$ cat src/rtl/mem_wb_stage_pkg.sv
// Shared definitions for the memory/writeback stage.
//   - Default datapath and register-index widths
//   - Memory-op codes, load/store width codes, FSM state type
//   - access_legal(): decides whether a load/store can be issued
package mem_wb_stage_pkg;

    localparam int REG_LEN_DEF = 32;
    localparam int RF_ADDR_DEF = 5;

    typedef enum logic [1:0] {
        MEM_OP_NONE  = 2'b00,
        MEM_OP_LOAD  = 2'b01,
        MEM_OP_STORE = 2'b10,
        MEM_OP_RSVD  = 2'b11
    } mem_op_e;

    localparam logic [2:0] F3_B  = 3'b000;
    localparam logic [2:0] F3_H  = 3'b001;
    localparam logic [2:0] F3_W  = 3'b010;
    localparam logic [2:0] F3_BU = 3'b100;
    localparam logic [2:0] F3_HU = 3'b101;

    typedef enum logic [1:0] {
        ST_IDLE = 2'b00,
        ST_REQ  = 2'b01,
        ST_WAIT = 2'b10,
        ST_WB   = 2'b11
    } state_e;

    // Legal width code and naturally aligned address. Stores have no
    // unsigned variants, so BU/HU are illegal for them.
    function automatic logic access_legal(input logic [2:0] funct3,
                                          input logic [1:0] addr_lo,
                                          input logic       is_store);
        logic ok;
        ok = 1'b0;
        case (funct3)
            F3_B:    ok = 1'b1;
            F3_BU:   ok = !is_store;
            F3_H:    ok = !addr_lo[0];
            F3_HU:   ok = !is_store && !addr_lo[0];
            F3_W:    ok = (addr_lo == 2'b00);
            default: ok = 1'b0;
        endcase
        return ok;
    endfunction

endpackage

$ cat src/rtl/mem_wb_stage_load_ext.sv
// load_ext: combinational load-data extraction.
//   rdata   : full memory word
//   addr_lo : byte offset of the access
//   funct3  : width/sign code (B, H, W, BU, HU)
//   ext     : selected lane, sign- or zero-extended to the datapath width
module load_ext
    import mem_wb_stage_pkg::*;
#(
    parameter int REG_LEN = REG_LEN_DEF
) (
    input  logic [REG_LEN-1:0] rdata,
    input  logic [1:0]         addr_lo,
    input  logic [2:0]         funct3,
    output logic [REG_LEN-1:0] ext
);

    logic [7:0]  byte_sel;
    logic [15:0] half_sel;

    always_comb begin
        case (addr_lo)
            2'b00:   byte_sel = rdata[7:0];
            2'b01:   byte_sel = rdata[15:8];
            2'b10:   byte_sel = rdata[23:16];
            default: byte_sel = rdata[31:24];
        endcase
        half_sel = addr_lo[1] ? rdata[31:16] : rdata[15:0];
    end

    always_comb begin
        case (funct3)
            F3_B:    ext = {{(REG_LEN-8){byte_sel[7]}}, byte_sel};
            F3_BU:   ext = {{(REG_LEN-8){1'b0}}, byte_sel};
            F3_H:    ext = {{(REG_LEN-16){half_sel[15]}}, half_sel};
            F3_HU:   ext = {{(REG_LEN-16){1'b0}}, half_sel};
            default: ext = rdata;
        endcase
    end

endmodule

$ cat src/rtl/mem_wb_stage.sv
// mem_wb_stage: stage after the ALU. ALU results go straight to the
// register file; loads/stores use alu_out as the data-memory address.
//   clk, rst_n           : clock, synchronous active-low reset
//   ex_valid / ex_ready  : handshake with execute
//   alu_out, ex_rs2_data, ex_rd, ex_reg_we, ex_mem_op, ex_funct3 : op from execute
//   dmem_req/we/addr/be/wdata, dmem_gnt/rvalid/rdata : data-memory port
//   rf_we, rf_rd, rf_wdata : register-file write port (one-cycle strobe)
//   mem_err              : one-cycle pulse for misaligned/illegal access
module mem_wb_stage
    import mem_wb_stage_pkg::*;
#(
    parameter int REG_LEN = REG_LEN_DEF,
    parameter int RF_ADDR = RF_ADDR_DEF
) (
    input  logic               clk,
    input  logic               rst_n,
    input  logic               ex_valid,
    output logic               ex_ready,
    input  logic [REG_LEN-1:0] alu_out,
    input  logic [REG_LEN-1:0] ex_rs2_data,
    input  logic [RF_ADDR-1:0] ex_rd,
    input  logic               ex_reg_we,
    input  logic [1:0]         ex_mem_op,
    input  logic [2:0]         ex_funct3,
    output logic               dmem_req,
    output logic               dmem_we,
    output logic [REG_LEN-1:0] dmem_addr,
    output logic [3:0]         dmem_be,
    output logic [REG_LEN-1:0] dmem_wdata,
    input  logic               dmem_gnt,
    input  logic               dmem_rvalid,
    input  logic [REG_LEN-1:0] dmem_rdata,
    output logic               rf_we,
    output logic [RF_ADDR-1:0] rf_rd,
    output logic [REG_LEN-1:0] rf_wdata,
    output logic               mem_err
);

    state_e             state_reg, state_next;
    logic [1:0]         addr_lo_reg, addr_lo_next;
    logic [2:0]         funct3_reg, funct3_next;
    logic [RF_ADDR-1:0] pend_rd_reg, pend_rd_next;
    logic               pend_we_reg, pend_we_next;
    logic               dmem_req_reg, dmem_req_next;
    logic               dmem_we_reg, dmem_we_next;
    logic [REG_LEN-1:0] dmem_addr_reg, dmem_addr_next;
    logic [3:0]         dmem_be_reg, dmem_be_next;
    logic [REG_LEN-1:0] dmem_wdata_reg, dmem_wdata_next;
    logic               rf_we_reg, rf_we_next;
    logic [RF_ADDR-1:0] rf_rd_reg, rf_rd_next;
    logic [REG_LEN-1:0] rf_wdata_reg, rf_wdata_next;
    logic               mem_err_reg, mem_err_next;

    logic               accept;
    mem_op_e            mem_op;
    logic               is_load, is_store, legal;
    logic [3:0]         al_be;
    logic [REG_LEN-1:0] al_wdata;
    logic [REG_LEN-1:0] load_val;

    load_ext #(.REG_LEN(REG_LEN)) u_load_ext (
        .rdata   (dmem_rdata),
        .addr_lo (addr_lo_reg),
        .funct3  (funct3_reg),
        .ext     (load_val)
    );

    assign ex_ready = (state_reg == ST_IDLE) || (state_reg == ST_WB);
    assign accept   = ex_valid && ex_ready;
    assign mem_op   = mem_op_e'(ex_mem_op);
    assign is_load  = (mem_op == MEM_OP_LOAD);
    assign is_store = (mem_op == MEM_OP_STORE);
    assign legal    = access_legal(ex_funct3, alu_out[1:0], is_store);

    // Byte enables and lane-replicated data depend only on the access
    // size (funct3[1:0]); the sign bit does not matter here.
    always_comb begin
        case (ex_funct3[1:0])
            2'b00: begin
                al_be    = 4'b0001 << alu_out[1:0];
                al_wdata = {(REG_LEN/8){ex_rs2_data[7:0]}};
            end
            2'b01: begin
                al_be    = alu_out[1] ? 4'b1100 : 4'b0011;
                al_wdata = {(REG_LEN/16){ex_rs2_data[15:0]}};
            end
            default: begin
                al_be    = 4'b1111;
                al_wdata = ex_rs2_data;
            end
        endcase
    end

    always_comb begin
        state_next      = state_reg;
        addr_lo_next    = addr_lo_reg;
        funct3_next     = funct3_reg;
        pend_rd_next    = pend_rd_reg;
        pend_we_next    = pend_we_reg;
        dmem_req_next   = dmem_req_reg;
        dmem_we_next    = dmem_we_reg;
        dmem_addr_next  = dmem_addr_reg;
        dmem_be_next    = dmem_be_reg;
        dmem_wdata_next = dmem_wdata_reg;
        rf_we_next      = 1'b0;
        rf_rd_next      = rf_rd_reg;
        rf_wdata_next   = rf_wdata_reg;
        mem_err_next    = 1'b0;

        case (state_reg)
            ST_IDLE, ST_WB: begin
                state_next = ST_IDLE;
                if (accept) begin
                    if (is_load || is_store) begin
                        if (!legal) begin
                            mem_err_next = 1'b1;
                        end else begin
                            state_next      = ST_REQ;
                            dmem_req_next   = 1'b1;
                            dmem_we_next    = is_store;
                            dmem_addr_next  = {alu_out[REG_LEN-1:2], 2'b00};
                            dmem_be_next    = al_be;
                            dmem_wdata_next = al_wdata;
                            addr_lo_next    = alu_out[1:0];
                            funct3_next     = ex_funct3;
                            pend_rd_next    = ex_rd;
                            pend_we_next    = ex_reg_we;
                        end
                    end else begin
                        // Plain ALU op, including the reserved mem_op code.
                        state_next    = ST_WB;
                        rf_we_next    = ex_reg_we && (ex_rd != '0);
                        rf_rd_next    = ex_rd;
                        rf_wdata_next = alu_out;
                    end
                end
            end
            ST_REQ: begin
                if (dmem_gnt) begin
                    dmem_req_next = 1'b0;
                    dmem_we_next  = 1'b0;
                    if (dmem_we_reg) begin
                        state_next = ST_IDLE;
                    end else if (dmem_rvalid) begin
                        state_next    = ST_WB;
                        rf_we_next    = pend_we_reg && (pend_rd_reg != '0);
                        rf_rd_next    = pend_rd_reg;
                        rf_wdata_next = load_val;
                    end else begin
                        state_next = ST_WAIT;
                    end
                end
            end
            ST_WAIT: begin
                if (dmem_rvalid) begin
                    state_next    = ST_WB;
                    rf_we_next    = pend_we_reg && (pend_rd_reg != '0);
                    rf_rd_next    = pend_rd_reg;
                    rf_wdata_next = load_val;
                end
            end
            default: state_next = ST_IDLE;
        endcase
    end

    always_ff @(posedge clk) begin
        if (!rst_n) begin
            state_reg      <= ST_IDLE;
            addr_lo_reg    <= '0;
            funct3_reg     <= '0;
            pend_rd_reg    <= '0;
            pend_we_reg    <= 1'b0;
            dmem_req_reg   <= 1'b0;
            dmem_we_reg    <= 1'b0;
            dmem_addr_reg  <= '0;
            dmem_be_reg    <= '0;
            dmem_wdata_reg <= '0;
            rf_we_reg      <= 1'b0;
            rf_rd_reg      <= '0;
            rf_wdata_reg   <= '0;
            mem_err_reg    <= 1'b0;
        end else begin
            state_reg      <= state_next;
            addr_lo_reg    <= addr_lo_next;
            funct3_reg     <= funct3_next;
            pend_rd_reg    <= pend_rd_next;
            pend_we_reg    <= pend_we_next;
            dmem_req_reg   <= dmem_req_next;
            dmem_we_reg    <= dmem_we_next;
            dmem_addr_reg  <= dmem_addr_next;
            dmem_be_reg    <= dmem_be_next;
            dmem_wdata_reg <= dmem_wdata_next;
            rf_we_reg      <= rf_we_next;
            rf_rd_reg      <= rf_rd_next;
            rf_wdata_reg   <= rf_wdata_next;
            mem_err_reg    <= mem_err_next;
        end
    end

    assign dmem_req   = dmem_req_reg;
    assign dmem_we    = dmem_we_reg;
    assign dmem_addr  = dmem_addr_reg;
    assign dmem_be    = dmem_be_reg;
    assign dmem_wdata = dmem_wdata_reg;
    assign rf_we      = rf_we_reg;
    assign rf_rd      = rf_rd_reg;
    assign rf_wdata   = rf_wdata_reg;
    assign mem_err    = mem_err_reg;

endmodule
$ cat config.mk
export PLATFORM = sky130hd
export DESIGN_NAME = mem_wb_stage
export DESIGN_NICKNAME = d
export VERILOG_FILES = /design/src/rtl/mem_wb_stage_pkg.sv /design/src/rtl/mem_wb_stage_load_ext.sv /design/src/rtl/mem_wb_stage.sv
export SDC_FILE = /design/constraint.sdc
export NUM_CORES = 1
export LEC_CHECK = 0
export ABC_AREA = 1
export CAP_MARGIN = 15
export CORE_ASPECT_RATIO = 1.1
export CORE_MARGIN = 5
export CORE_UTILIZATION = 45
export CTS_CLUSTER_DIAMETER = 30
export DETAILED_ROUTE_END_ITERATION = 8
export PLACE_DENSITY_LB_ADDON = 0.05
export SYNTH_ARGS = -nofsm -noshare
export SYNTH_HDL_FRONTEND = slang
export SYNTH_SLANG_ARGS = --single-unit
$ cat constraint.sdc
create_clock -name clk -period 3.7 [get_ports clk]
set_input_delay 0.37 -clock clk [delete_from_list [all_inputs] [get_ports clk]]
set_output_delay 0.37 -clock clk [all_outputs]
set_load 0.05 [all_outputs]
==> impl_results.md <==
- Status: finished, final reports clean
- Drt pass-1 iters: 6
- Final hold violations: 0
- RSZ-0062 raised after global routing: no
- Post-synth ARST share: 0%
- Comb pwr share: around 32%
- Sequential share of the synthesized area: approximately two fifths
- Post-Place Cell Area: 7960 um^2
- Vias per cell: between 5 and 6
- Multiplexer share of the synthesized area: 0%
- Placement Setup Slack: between 900 and 1000 ps
- Antenna-violating nets left: 0
- Worst Slack Setup Final: 1000 ps
- Clock buffer depth: 2
- Rel. slew slack: 32.5%
- Die width: 118 um
- Setup-failing EPs final: 0
- GP Congestion: 0.898
- HP Class: register to register
- Layout Cells excl Fill: 1207
- # DRC: 0
- Post-CTS Resized: 0
- Final Util: 67.1%
- Post-synthesis xor/xnor area fraction: 0%
- Syn. warnings: 0
- Gr ovfl total: 0
- Startpoint Class: register
- Cells after Synth: 851
- Number of flops mapped to enable cells by yosys: 0
- Placed Cells: 1178
- Setup TNS: 0 ps
- CTS root buf: clkbuf_16
- Syn avg cell area: 6.84 um^2
- Biggest cell delay along the critical path: 560 ps
- Share of layout cells above drive strength 1: under 10%
- Post-CTS setup buffer count: 0
- Hold-fix buffers, CTS: 0
- H-tree levels: 4
- Row count: between 40 and 50
- Die area: 15300 um^2
- Vias in the first global route: 5944
- Layout area overhead: 45.8%
- DP Wirelength: 14000 um
- Max Clk Rate: 371 MHz
- Post-Synth Adder-Cell Area: 0.644%
- TritonCTS Buffers: 17
- Initial DRC Count: roughly 530
- # IOs: between 200 and 250
- Final Cycle Share: ~73%
- Worst-margin pin slew: 1010 ps
- Most frequent CP cell: inv_1
- Clock Power Share: between 30 and 40%
- WL/cell: 16.1 um
- Post-route cell area: 8490 um^2
- Vias: 6236
- NumNets Final: 1155
- Dominant cells by area after synthesis: dfxtp_1 41%, nand2_1 18%, a21oi_1 12%
- # clock sinks: 120
- Total wire length: 19400 um
- Post-synthesis simple-gate area fraction: between 20% and 30%
- CP cell instances: inv_1, ha_1, buf_4, inv_1, or2_2, nand3_1, nand2_1, a21oi_1
- # Max-Cap Violations: 0
- Worst path top cell family by delay: buffers and inverters
- Initial core utilization: 46.1%
- Most frequent cells after synthesis: 283 x nand2_1, 134 x a21oi_1, 120 x dfxtp_1
- Register bit total from synthesis: 120
- Period minus WS final: roughly 2700 ps
- Largest net degree at the start of global routing: 69
- Core Footprint: 12600 um^2
- First-pass GRT wire length: 30100 um
- Switch Pwr: about 0.0015 W
- Cell variety after synth: 34
- Antenna violations before repair: 0
- Maximum vdd drop: around 440 uV
- CP Max Fanout: 43
- Post-synthesis compound-gate area fraction: between 20% and 30%
- Cell leakage power: between 3 and 4 nW
- CP bufs+invs: 3
- Critical Path Slowest Stage Cell: inv_1
- Die Y: around 130 um
- CP endpoint kind: register
- Final Slew Violations: 0
- Main combinational cell family by area after synthesis: simple AND/OR/NAND/NOR gates
- Antenna fix cells: 0
- Net Sw Frac: 34.9%
- Share of the synthesized area in the top cell type: 41.2%
- Global Route Usage Sum: 24.4%
- Cell Pwr Density: 519 nW/um^2
- Critical Path RT: 4040 ps
- Prevailing post-synth register cell: dfxtp_1
- Setup CP Type: register to register
- Worst Path Arrival: 3040 ps
- Internal power: around 0.0029 W
- Cell taking the most area after synthesis: dfxtp_1
- I/O Buffers: around 220
- Clk_skew: between 7 and 8 ps
- Flop pwr share: 33.6%
- Clk Latency, worst-skew pair: 410 ps
- Clock slew seen by the registers of the worst setup and hold paths: ~50 ps
- Most common cell in the netlist: nand2_1
- CTS tree: done
- Cell area after synthesis: about 5800 um^2
[metal layers]
| metal | global-route usage [%] | vias up | part of all wire, % |
|---|---|---|---|
| li1 | - | 3164 | - |
| met1 | 30.0 | 2812 | 42 |
| met2 | 40.5 | 223 | 48 |
| met3 | 7.38 | 37 | 8.0 |
| met4 | 9.61 | 0 | 2.6 |
| met5 | 0 | - | 0 |
[cell families (layout without fill, tap and decap cells)]
| logic type | after synthesis | after routing |
|---|---|---|
| adder cells (fa/ha/maj) | 3 | 3 |
| buffers and inverters | 96 | 294 |
| flip-flops | 120 | 120 |
| other | 1 | 2 |
| AO/OA/AOI/OAI | 224 | 224 |
| AND/OR/NAND/NOR | 407 | 407 |
[metrics by stage]
stage,hold slack (ps),total power (W)
after floorplan,431,0.00243
after global placement,447,0.00290
after detailed placement,456,0.00291
after CTS,464,0.00443
after global routing,477,0.00460
final,464,0.00441
[final timing paths]
| kind | cells after the start | slack, ps | endpoint | from |
|---|---|---|---|---|
| min reg2reg | 2 | 460 | dmem_addr[20]$_SDFFE_PN0P_ | dmem_addr[20]$_SDFFE_PN0P_ |
| max reg2reg | 8 | 1000 | dmem_req$_SDFFE_PN0P_ | state_reg[0]$_SDFFE_PN0P_ |
| min | 2 | 460 | dmem_addr[20]$_SDFFE_PN0P_ | dmem_addr[20]$_SDFFE_PN0P_ |
| max | 8 | 1000 | dmem_req$_SDFFE_PN0P_ | state_reg[0]$_SDFFE_PN0P_ |
[layout by cell type, fill, tap and decap left out, types with 2 or more instances in the layout]
cell type / n
o21ai_0: 62
nand3_1: 41
nor3_1: 5
inv_1: 29
a21oi_1: 134
nor2_2: 2
clkbuf_16: 17
nand2_1: 283
o21ai_1: 5
or2_2: 25
nand4_1: 2
clkbuf_8: 3
conb_1: 2
ha_1: 3
buf_4: 7
clkinv_2: 4
nand2_2: 14
clkdlybuf4s50_1: 219
o211ai_1: 9
clkbuf_1: 5
dfxtp_1: 120
a21oi_2: 10
inv_2: 7
nor2_1: 32
[power groups by stage]
stage / combinational [W] / clock (W) / sequential (W)
after detailed placement: 0.00141 / 0 / 0.00151
after CTS: 0.00142 / 0.00153 / 0.00148
after global routing: 0.00152 / 0.00158 / 0.00149
after floorplan: 0.000559 / 0 / 0.00188
final: 0.00141 / 0.00151 / 0.00148
after global placement: 0.00140 / 0 / 0.00151
[final cells by class]
type                    instances  area (um^2)
inverters                      38          149
multi-input cells             636         2950
well taps                     157          196
clock buffers                  25          485
flip-flops and latches        120         2400
repair buffers                227         2260
clock inverters                 4         45.0
fillers                      1164         4150
[tightest hold or removal path: stages (launching register included)]
cell,delay (ps)
dfxtp_1,300
nand2_1,60
a21oi_1,50
Note: power is estimated with default switching activity, not from simulation.
